**src/rtl/somador_param_sm_if.sv**
```systemverilog
// ============================================================================
// Module      : somador_param_sm_if
// Description : start/busy/done handshake and operand/result bus for the
//               sign-aware adder/subtractor somador_param_sm.
// Revision    : 1.0 - initial release
// ============================================================================
`default_nettype none

interface somador_param_sm_if #(
    parameter int N = 8
) ();
    logic         start;
    logic         mode;
    logic         sub;
    logic [N-1:0] a;
    logic [N-1:0] b;
    logic         busy;
    logic         done;
    logic [N:0]   result;
    logic         ovf;

    modport master (
        output start, mode, sub, a, b,
        input  busy, done, result, ovf
    );

    modport slave (
        input  start, mode, sub, a, b,
        output busy, done, result, ovf
    );
endinterface

`default_nettype wire

```
**src/rtl/somador_param_sm.sv**
```systemverilog
// ============================================================================
// Module      : somador_param_sm
// Description : N-bit 2C / sign-magnitude adder-subtractor, 5-cycle FSM.
//               Define SOMADOR_SAT_EN to clamp overflowing results.
// Revision    : 1.0 - initial release
// ============================================================================
`default_nettype none

module somador_param_sm #(
    parameter int N = 8
) (
    input  wire logic            clk,
    input  wire logic            RESET,
    somador_param_sm_if.slave    bus
);

    localparam logic [2:0] c_idle = 3'd0;
    localparam logic [2:0] c_mag  = 3'd1;
    localparam logic [2:0] c_cmp  = 3'd2;
    localparam logic [2:0] c_op   = 3'd3;
    localparam logic [2:0] c_res  = 3'd4;

    localparam logic [N-1:0] c_one_n  = {{(N-1){1'b0}}, 1'b1};
    localparam logic [N:0]   c_one_n1 = {{N{1'b0}}, 1'b1};
    localparam logic [N:0]   c_max    = {2'b00, {(N-1){1'b1}}};
    localparam logic [N:0]   c_half   = {2'b01, {(N-1){1'b0}}};

    logic [2:0]   r_state;
    logic [2:0]   w_next;

    logic [N-1:0] r_a;
    logic [N-1:0] r_b;
    logic         r_mode;
    logic         r_sub;

    logic         r_sa;
    logic         r_sb;
    logic [N-1:0] r_ma;
    logic [N-1:0] r_mb;

    logic         r_sign;
    logic         r_do_sub;
    logic [N-1:0] r_maior;
    logic [N-1:0] r_menor;

    logic [N:0]   r_mag;

    logic [N:0]   r_result;
    logic         r_ovf;
    logic         r_done;

    logic [N-1:0] w_ma;
    logic [N-1:0] w_mb;
    logic         w_sa;
    logic         w_sb;
    logic         w_a_ge;
    logic         w_neg;
    logic [N:0]   w_2c;
    logic [N:0]   w_sm;
    logic [N:0]   w_exact;
    logic         w_ovf;
    logic [N:0]   w_res;

    // ------------------------------------------------------------------
    // FSM
    // ------------------------------------------------------------------
    always_ff @(posedge clk or posedge RESET) begin
        if (RESET) begin
            r_state <= c_idle;
        end else begin
            r_state <= w_next;
        end
    end

    always_comb begin
        w_next = r_state;
        case (r_state)
            c_idle:  w_next = bus.start ? c_mag : c_idle;
            c_mag:   w_next = c_cmp;
            c_cmp:   w_next = c_op;
            c_op:    w_next = c_res;
            c_res:   w_next = c_idle;
            default: w_next = c_idle;
        endcase
    end

    always_comb begin
        bus.busy   = (r_state != c_idle);
        bus.done   = r_done;
        bus.result = r_result;
        bus.ovf    = r_ovf;
    end

    // ------------------------------------------------------------------
    // Datapath combinational stages
    // ------------------------------------------------------------------
    // 2C magnitude is N bits wide so the most negative value maps to 2^(N-1).
    always_comb begin
        w_ma = r_mode ? {1'b0, r_a[N-2:0]} : (r_a[N-1] ? (~r_a + c_one_n) : r_a);
        w_mb = r_mode ? {1'b0, r_b[N-2:0]} : (r_b[N-1] ? (~r_b + c_one_n) : r_b);
        w_sa = r_a[N-1] & (w_ma != '0);
        w_sb = (r_b[N-1] ^ r_sub) & (w_mb != '0);
    end

    assign w_a_ge = (r_ma >= r_mb);

    always_comb begin
        w_neg   = r_sign & (r_mag != '0);
        w_2c    = w_neg ? (~r_mag + c_one_n1) : r_mag;
        w_sm    = {w_neg, r_mag[N-1:0]};
        w_exact = r_mode ? w_sm : w_2c;
        if (w_neg) begin
            w_ovf = r_mode ? (r_mag > c_max) : (r_mag > c_half);
        end else begin
            w_ovf = (r_mag > c_max);
        end
`ifdef SOMADOR_SAT_EN
        if (w_ovf) begin
            if (r_mode) begin
                w_res = {w_neg, 1'b0, {(N-1){1'b1}}};
            end else begin
                w_res = w_neg ? {2'b11, {(N-1){1'b0}}} : c_max;
            end
        end else begin
            w_res = w_exact;
        end
`else
        w_res = w_exact;
`endif
    end

    // ------------------------------------------------------------------
    // Datapath registers
    // ------------------------------------------------------------------
    always_ff @(posedge clk or posedge RESET) begin
        if (RESET) begin
            r_a      <= '0;
            r_b      <= '0;
            r_mode   <= 1'b0;
            r_sub    <= 1'b0;
            r_sa     <= 1'b0;
            r_sb     <= 1'b0;
            r_ma     <= '0;
            r_mb     <= '0;
            r_sign   <= 1'b0;
            r_do_sub <= 1'b0;
            r_maior  <= '0;
            r_menor  <= '0;
            r_mag    <= '0;
            r_result <= '0;
            r_ovf    <= 1'b0;
            r_done   <= 1'b0;
        end else begin
            r_done <= 1'b0;
            case (r_state)
                c_idle: begin
                    if (bus.start) begin
                        r_a    <= bus.a;
                        r_b    <= bus.b;
                        r_mode <= bus.mode;
                        r_sub  <= bus.sub;
                    end
                end
                c_mag: begin
                    r_sa <= w_sa;
                    r_sb <= w_sb;
                    r_ma <= w_ma;
                    r_mb <= w_mb;
                end
                c_cmp: begin
                    r_maior  <= w_a_ge ? r_ma : r_mb;
                    r_menor  <= w_a_ge ? r_mb : r_ma;
                    r_sign   <= w_a_ge ? r_sa : r_sb;
                    r_do_sub <= r_sa ^ r_sb;
                end
                c_op: begin
                    // Extra bit keeps the addition carry.
                    r_mag <= r_do_sub ? ({1'b0, r_maior} - {1'b0, r_menor})
                                      : ({1'b0, r_maior} + {1'b0, r_menor});
                end
                c_res: begin
                    r_result <= w_res;
                    r_ovf    <= w_ovf;
                    r_done   <= 1'b1;
                end
                default: ;
            endcase
        end
    end

endmodule

`default_nettype wire

```
**src/flat_wrapper.sv**
```systemverilog
// flat-port wrapper written by rule: the top's interface ports become plain ports
module somador_param_sm_flat 
#(
    parameter int N = 8
)
  (clk, RESET, bus_start, bus_mode, bus_sub, bus_a, bus_b, bus_busy, bus_done, bus_result, bus_ovf);
  somador_param_sm_if #(.N(N)) bus_i ();
  input  wire logic clk;
  input  wire logic RESET;
  input wire logic [$bits(bus_i.start)-1:0] bus_start;
  input wire logic [$bits(bus_i.mode)-1:0] bus_mode;
  input wire logic [$bits(bus_i.sub)-1:0] bus_sub;
  input wire logic [$bits(bus_i.a)-1:0] bus_a;
  input wire logic [$bits(bus_i.b)-1:0] bus_b;
  output wire logic [$bits(bus_i.busy)-1:0] bus_busy;
  output wire logic [$bits(bus_i.done)-1:0] bus_done;
  output wire logic [$bits(bus_i.result)-1:0] bus_result;
  output wire logic [$bits(bus_i.ovf)-1:0] bus_ovf;
  assign bus_i.start = bus_start;
  assign bus_i.mode = bus_mode;
  assign bus_i.sub = bus_sub;
  assign bus_i.a = bus_a;
  assign bus_i.b = bus_b;
  assign bus_busy = bus_i.busy;
  assign bus_done = bus_i.done;
  assign bus_result = bus_i.result;
  assign bus_ovf = bus_i.ovf;
  somador_param_sm #(.N(N)) u_core (.clk(clk), .RESET(RESET), .bus(bus_i));
endmodule
```
**config.mk**
```make
export PLATFORM = sky130hd
export DESIGN_NAME = somador_param_sm_flat
export DESIGN_NICKNAME = d
export VERILOG_FILES = /design/src/rtl/somador_param_sm_if.sv /design/src/rtl/somador_param_sm.sv /design/src/flat_wrapper.sv
export SDC_FILE = /design/constraint.sdc
export NUM_CORES = 1
export LEC_CHECK = 0
export BUFFER_PORTS_ARGS = -buffer_cell sky130_fd_sc_hd__clkbuf_2
export CAP_MARGIN = 20
export CORE_ASPECT_RATIO = 0.6
export CORE_UTILIZATION = 40
export CTS_BUF_LIST = sky130_fd_sc_hd__clkbuf_4 sky130_fd_sc_hd__clkbuf_8 sky130_fd_sc_hd__clkbuf_16
export CTS_CLUSTER_SIZE = 8
export DETAILED_ROUTE_END_ITERATION = 10
export PLACE_DENSITY_LB_ADDON = 0.15
export SLEW_MARGIN = 5
export SYNTH_ARGS = -nofsm -noshare
export SYNTH_HDL_FRONTEND = slang
export SYNTH_SLANG_ARGS = --single-unit
```
**constraint.sdc**
```tcl
create_clock -name clk -period 2.35 [get_ports clk]
set_input_delay 0.47 -clock clk [delete_from_list [all_inputs] [get_ports clk]]
set_output_delay 0.47 -clock clk [all_outputs]
set_load 0.01 [all_outputs]
```
---- Word-level counts from Yosys, hierarchy flattened ----
Cells that the tools add are included.
W data, S select, Z words.
word-level totals
  bits in registers ....................... 77
  input port bits ......................... 21
cells by class
  reductions and logical operators ........ 6
  muxes and demuxes ....................... 15
  equal/unequal tests ..................... 4
  bitwise gates (word level) .............. 8
  magnitude comparators ................... 3
  add/subtract/negate cells ............... 5
operator list
  cell                   number
  $mux W8                6
  $mux W9                3
  $add A8 B1 Y8 const B  2
  $not A8 Y8             2
  $reduce_bool A8 Y1     2
  $pmux W3 S4            1
  $add A8 B8 Y9          1
  $add A9 B1 Y9 const B  1
  $gt A9 B7 Y1 const B   1
  $gt A9 B8 Y1 const B   1
  $not A9 Y9             1
  $reduce_bool A9 Y1     1
  $sub A8 B8 Y9          1
  $ge A8 B8 Y1           1
  $eq A3 B2 Y1 const B   2
  $mux W1                5
  $and A1 B1 Y1          3
  $eq A3 B1 Y1 const B   1
  $eq A3 B3 Y1 const B   1
  $logic_not A3 Y1       1
  $reduce_bool A3 Y1     1
  $reduce_and A2 Y1      1
  $xor A1 B1 Y1          2

---- Longest topological paths before layout ----
  depth in word-level cells ............... 6
  gate-level depth with buffers ........... 11

---- Worst setup path before layout ----
Ideal clock, no wire load.
  kind .................................... reg2reg
  start ................................... reg u_core.r_menor[0]
  end ..................................... reg u_core.r_mag[8]
  clock period less this slack ............ 2.413 ns
  setup time .............................. 0.090 ns
  path buffers ............................ 0
  setup slack ............................. -0.063 ns
  arrival time ............................ 2.323 ns
  cell stages (with the launch flop) ...... 10
  cell sequence ........................... dfrtp_1 > inv_1 > ha_1 > mux2_2 > fa_1 > nand2b_1 > a21oi_1 > nor3_1 > or4_1 > o221ai_1
between the ends
  longest elaborated chain between the ends .. 2
RTL lines
  what                                                   RTL line                                          text
  start: declaration                                     somador_param_sm.sv:44                            logic [N-1:0] r_menor;
  start signal: assignment                               somador_param_sm.sv:172                           r_menor <= w_a_ge ? r_mb : r_ma;
  $add A8 B8 Y9 / $sub A8 B8 Y9 (equally long branches)  somador_param_sm.sv:179, somador_param_sm.sv:178
  $mux W9 *                                              somador_param_sm.sv:178                           r_mag <= r_do_sub ? ({1'b0, r_maior} - {1'b0, r_menor})
  end signal: assignment                                 somador_param_sm.sv:178
  end: declaration                                       somador_param_sm.sv:46                            logic [N:0] r_mag;
Mark *: on every way between the ends. The rest lies on a longest branch, timed or not.
A chain may end at the register's enable or synchronous reset.

---- Worst setup path in the final report ----
  start ................................... reg u_core.r_menor[0]
  end ..................................... reg u_core.r_mag[5]
The elaborated chain is that of the path after synthesis.

==> out/metrics.csv <==
metric,value,unit
Residual DRC,0,
Area contributors post-synth,"dfrtp_1 41%, ha_1 5.9%, nand2_1 4.3%, nor2_1 4.2%, o21ai_0 3.9%",
clock period minus worst slack,2.34,ns
share of layout cells above drive strength 1,24.5,%
cell area after synthesis,0.00467,mm^2
area of the die,0.0121,mm^2
gpl congestion,0.867,
CTS Hold Bufs,0,
global-route wire length before repair,20.8,mm
CP max stage cell,dfrtp_1,
Crit path required time,2.60,ns
Fin. Hold Viols,0,
number of global-route vias before repair,3875,
top cell type's share of synthesized area,41.3,%
Ports,33,
crit-path most repeated cell,ha_4,
Port Buffers,32,
"Avg Cell Area, Syn",9.21,um^2
asr flop ratio synth,100,%
Mapped Cells,507,
Final Cycle Share,99.6,%
Slew Limit Fails,0,
Setup Skew,0.00704,ns
Clock Latency Late Sink,0.34,ns
PnR worst setup slack,0.00852,ns
number of DRC markers in iteration 0,268,
busiest grt layer,met1,
sequential area share after synthesis,41.3,%
Die Wd,141,um
CTS tree,done,
clock sink count,77,
largest net degree at the start of global routing,40,
prevailing post-synth register cell,dfrtp_1,
Core ar.,0.0113,mm^2
CP endpoint kind,flop,
post-synth top area cell,dfrtp_1,
number of enable flip-flop cells after synthesis,0,
unrepaired setup endpoints after global routing,true,
Vias,4079,
root buffer cell,clkbuf_16,
total CTS buffers,9,
worst-margin pin slew,0.608,ns
Cell variety after synth,60,
f_max,0.427,GHz
CP Class,reg -> reg,
Clock H-tree levels,3,
CP Max Fanout,2,
Synth-to-Final Area Change,22.3,%
Critical Path Max Stage Delay,0.38,ns
Synth Warn #,0,
half-perimeter wire length after placement,9.31,mm
status,"complete, no violations",
Worst EP arrival,2.59,ns
met3 Usage GRT,4.08,%
max_slew headroom,59.4,%
Total GRT Usage,22.6,%
routed wire length per instance,17.1,um
met1 usage,36.9,%
Worst Hold Class,in -> async,
antenna cell count,0,
Max Root-Sink Buffers,2,
gr ovfl total,0,
final net count,610,
grt met2 use,29.3,%
Placement Setup Slack,-0.0350,ns
DRT antenna net count,0,
MaxCap Viol Count,0,
CP Cell Sequence,inv_2 -> ha_4 -> mux2_4 -> inv_4 -> ha_4 -> nor2b_4 -> o211a_1 -> o31a_1 -> o21a_1 -> o31ai_2,
final WL,12.5,mm
Yosys reg bits,77,
final setup vio count,0,
FP Rows,30,
"Clk pin slew, worst setup/hold paths",0.06,ns
fin util,50.4,%
number of antenna violations at the first check in global routing,0,
Die Y,85.7,um
CP Launch Type,flop,
post-DR vias/cell,5.58,
syn_nets,551,
DRT Pass-1 Iters,4,
Starting Density,41.2,%
[metal layers]
metal  wire (um)  vias to the layer above
li1            -                     1961
met2        4800                       96
met1        6920                     2008
met4         131                        0
met3         621                       14
met5           0                        -
[through the flow]
stage,cells,hold WS (ns),TNS [ns],cell area [um^2]
final,731,0.190,0,5710
after global routing,731,0.240,-0.125,5710
after CTS,729,0.213,-0.0582,5630
after detailed placement,710,0.498,-0.0608,5250
after global placement,710,0.488,0,5250
after floorplan,507,0.472,0,4690
[worst max-delay path, delay by kind of cell (launching register included)]
| kind | cells | cell delay, ns |
|---|---|---|
| compound gates | 4 | 0.92 |
| fa+ha+maj | 2 | 0.39 |
| buf+inv | 2 | 0.15 |
| flops | 1 | 0.38 |
| mux | 1 | 0.30 |
| simple gates | 1 | 0.12 |
[worst paths after layout]
check,slack [ns],start,endpoint,cells past startpoint
worst max-delay path,0.009,u_core.r_menor[0],u_core.r_mag[5],10
worst min-delay path,0.19,RESET,u_core.r_mb[3],2
worst max register to register,0.009,u_core.r_menor[0],u_core.r_mag[5],10
worst min register to register,0.51,u_core.bus.result[0],u_core.bus.result[0],1
max in group asynchronous,1.52,RESET,u_core.r_maior[6],3
min in group clk,0.33,bus_a[1],u_core.r_a[1],3
[cell families after synthesis]
family | synth area share [%]
multiplexers | 4.29
XOR/XNOR | 5.25
AND/OR/NAND/NOR | 17.5
buffers and inverters | 5.39
adder cells (fa/ha/maj) | 6.32
AO/OA/AOI/OAI | 20.0
flip-flops | 41.3
[registers in the layout (all words and copies together) (netlist names), 3 cells and up]
signal	cells
u_core.r_menor	8
u_core.r_mag	9
u_core.r_state	3
u_core.r_maior	8
u_core.r_b	8
u_core.bus.result	9
u_core.r_a	8
u_core.r_ma	8
u_core.r_mb	8
[synth_stat cells (all sizes together) (3+ instances only)]
cell type / instances
dfrtp: 77
nand2: 53
nor2: 53
o21ai: 38
inv: 31
ha: 22
clkbuf: 20
xnor2: 20
a2111oi: 18
a21oi: 18
a221oi: 17
mux2: 16
nor3: 15
or3: 11
o221ai: 9
buf: 8
nand2b: 8
xor2: 8
o211ai: 7
a31oi: 5
nor3b: 5
nor4: 5
nand3: 3
nor2b: 3
o31ai: 3
or2: 3
[cell usage in the layout (no fill, tap or decap), types with 3 or more instances in the layout]
cell | Yosys | layout
a2111oi_0 | 17 | 14
nor4_1 | 5 | 5
or3_1 | 11 | 11
o221ai_1 | 9 | 9
inv_1 | 31 | 27
buf_12 | 0 | 3
xor2_1 | 8 | 8
nor2_1 | 52 | 51
o211ai_1 | 7 | 7
clkbuf_2 | 0 | 32
o21ai_0 | 36 | 36
xnor2_1 | 20 | 20
nor3b_2 | 1 | 3
or2_2 | 3 | 3
dfrtp_1 | 77 | 77
a221oi_1 | 17 | 17
mux2_2 | 16 | 15
clkbuf_16 | 0 | 9
nor3_1 | 15 | 10
a31oi_1 | 5 | 5
nand2b_1 | 8 | 7
nand2_1 | 53 | 53
nor3_2 | 0 | 4
ha_1 | 22 | 20
a21oi_1 | 18 | 17
buf_4 | 1 | 41
[layout make-up]
type	instances	area [um^2]
sequential	77	1930
clock buffer	11	253
timing repair buffer	76	528
multi-input combinational	371	2620
inverter	31	123
fill	1083	5630
clock inverter	5	63.8
tap	160	200
[what timing repair did]
action                     4_1_cts  5_1_grt
setup endpoints to repair        3       23
pin swaps                        7       10
setup buffers                    3        2
gates resized for setup          9       17
Power is not shown: default switching activity piles up to over one toggle a cycle in this logic, so the estimate is an artifact.
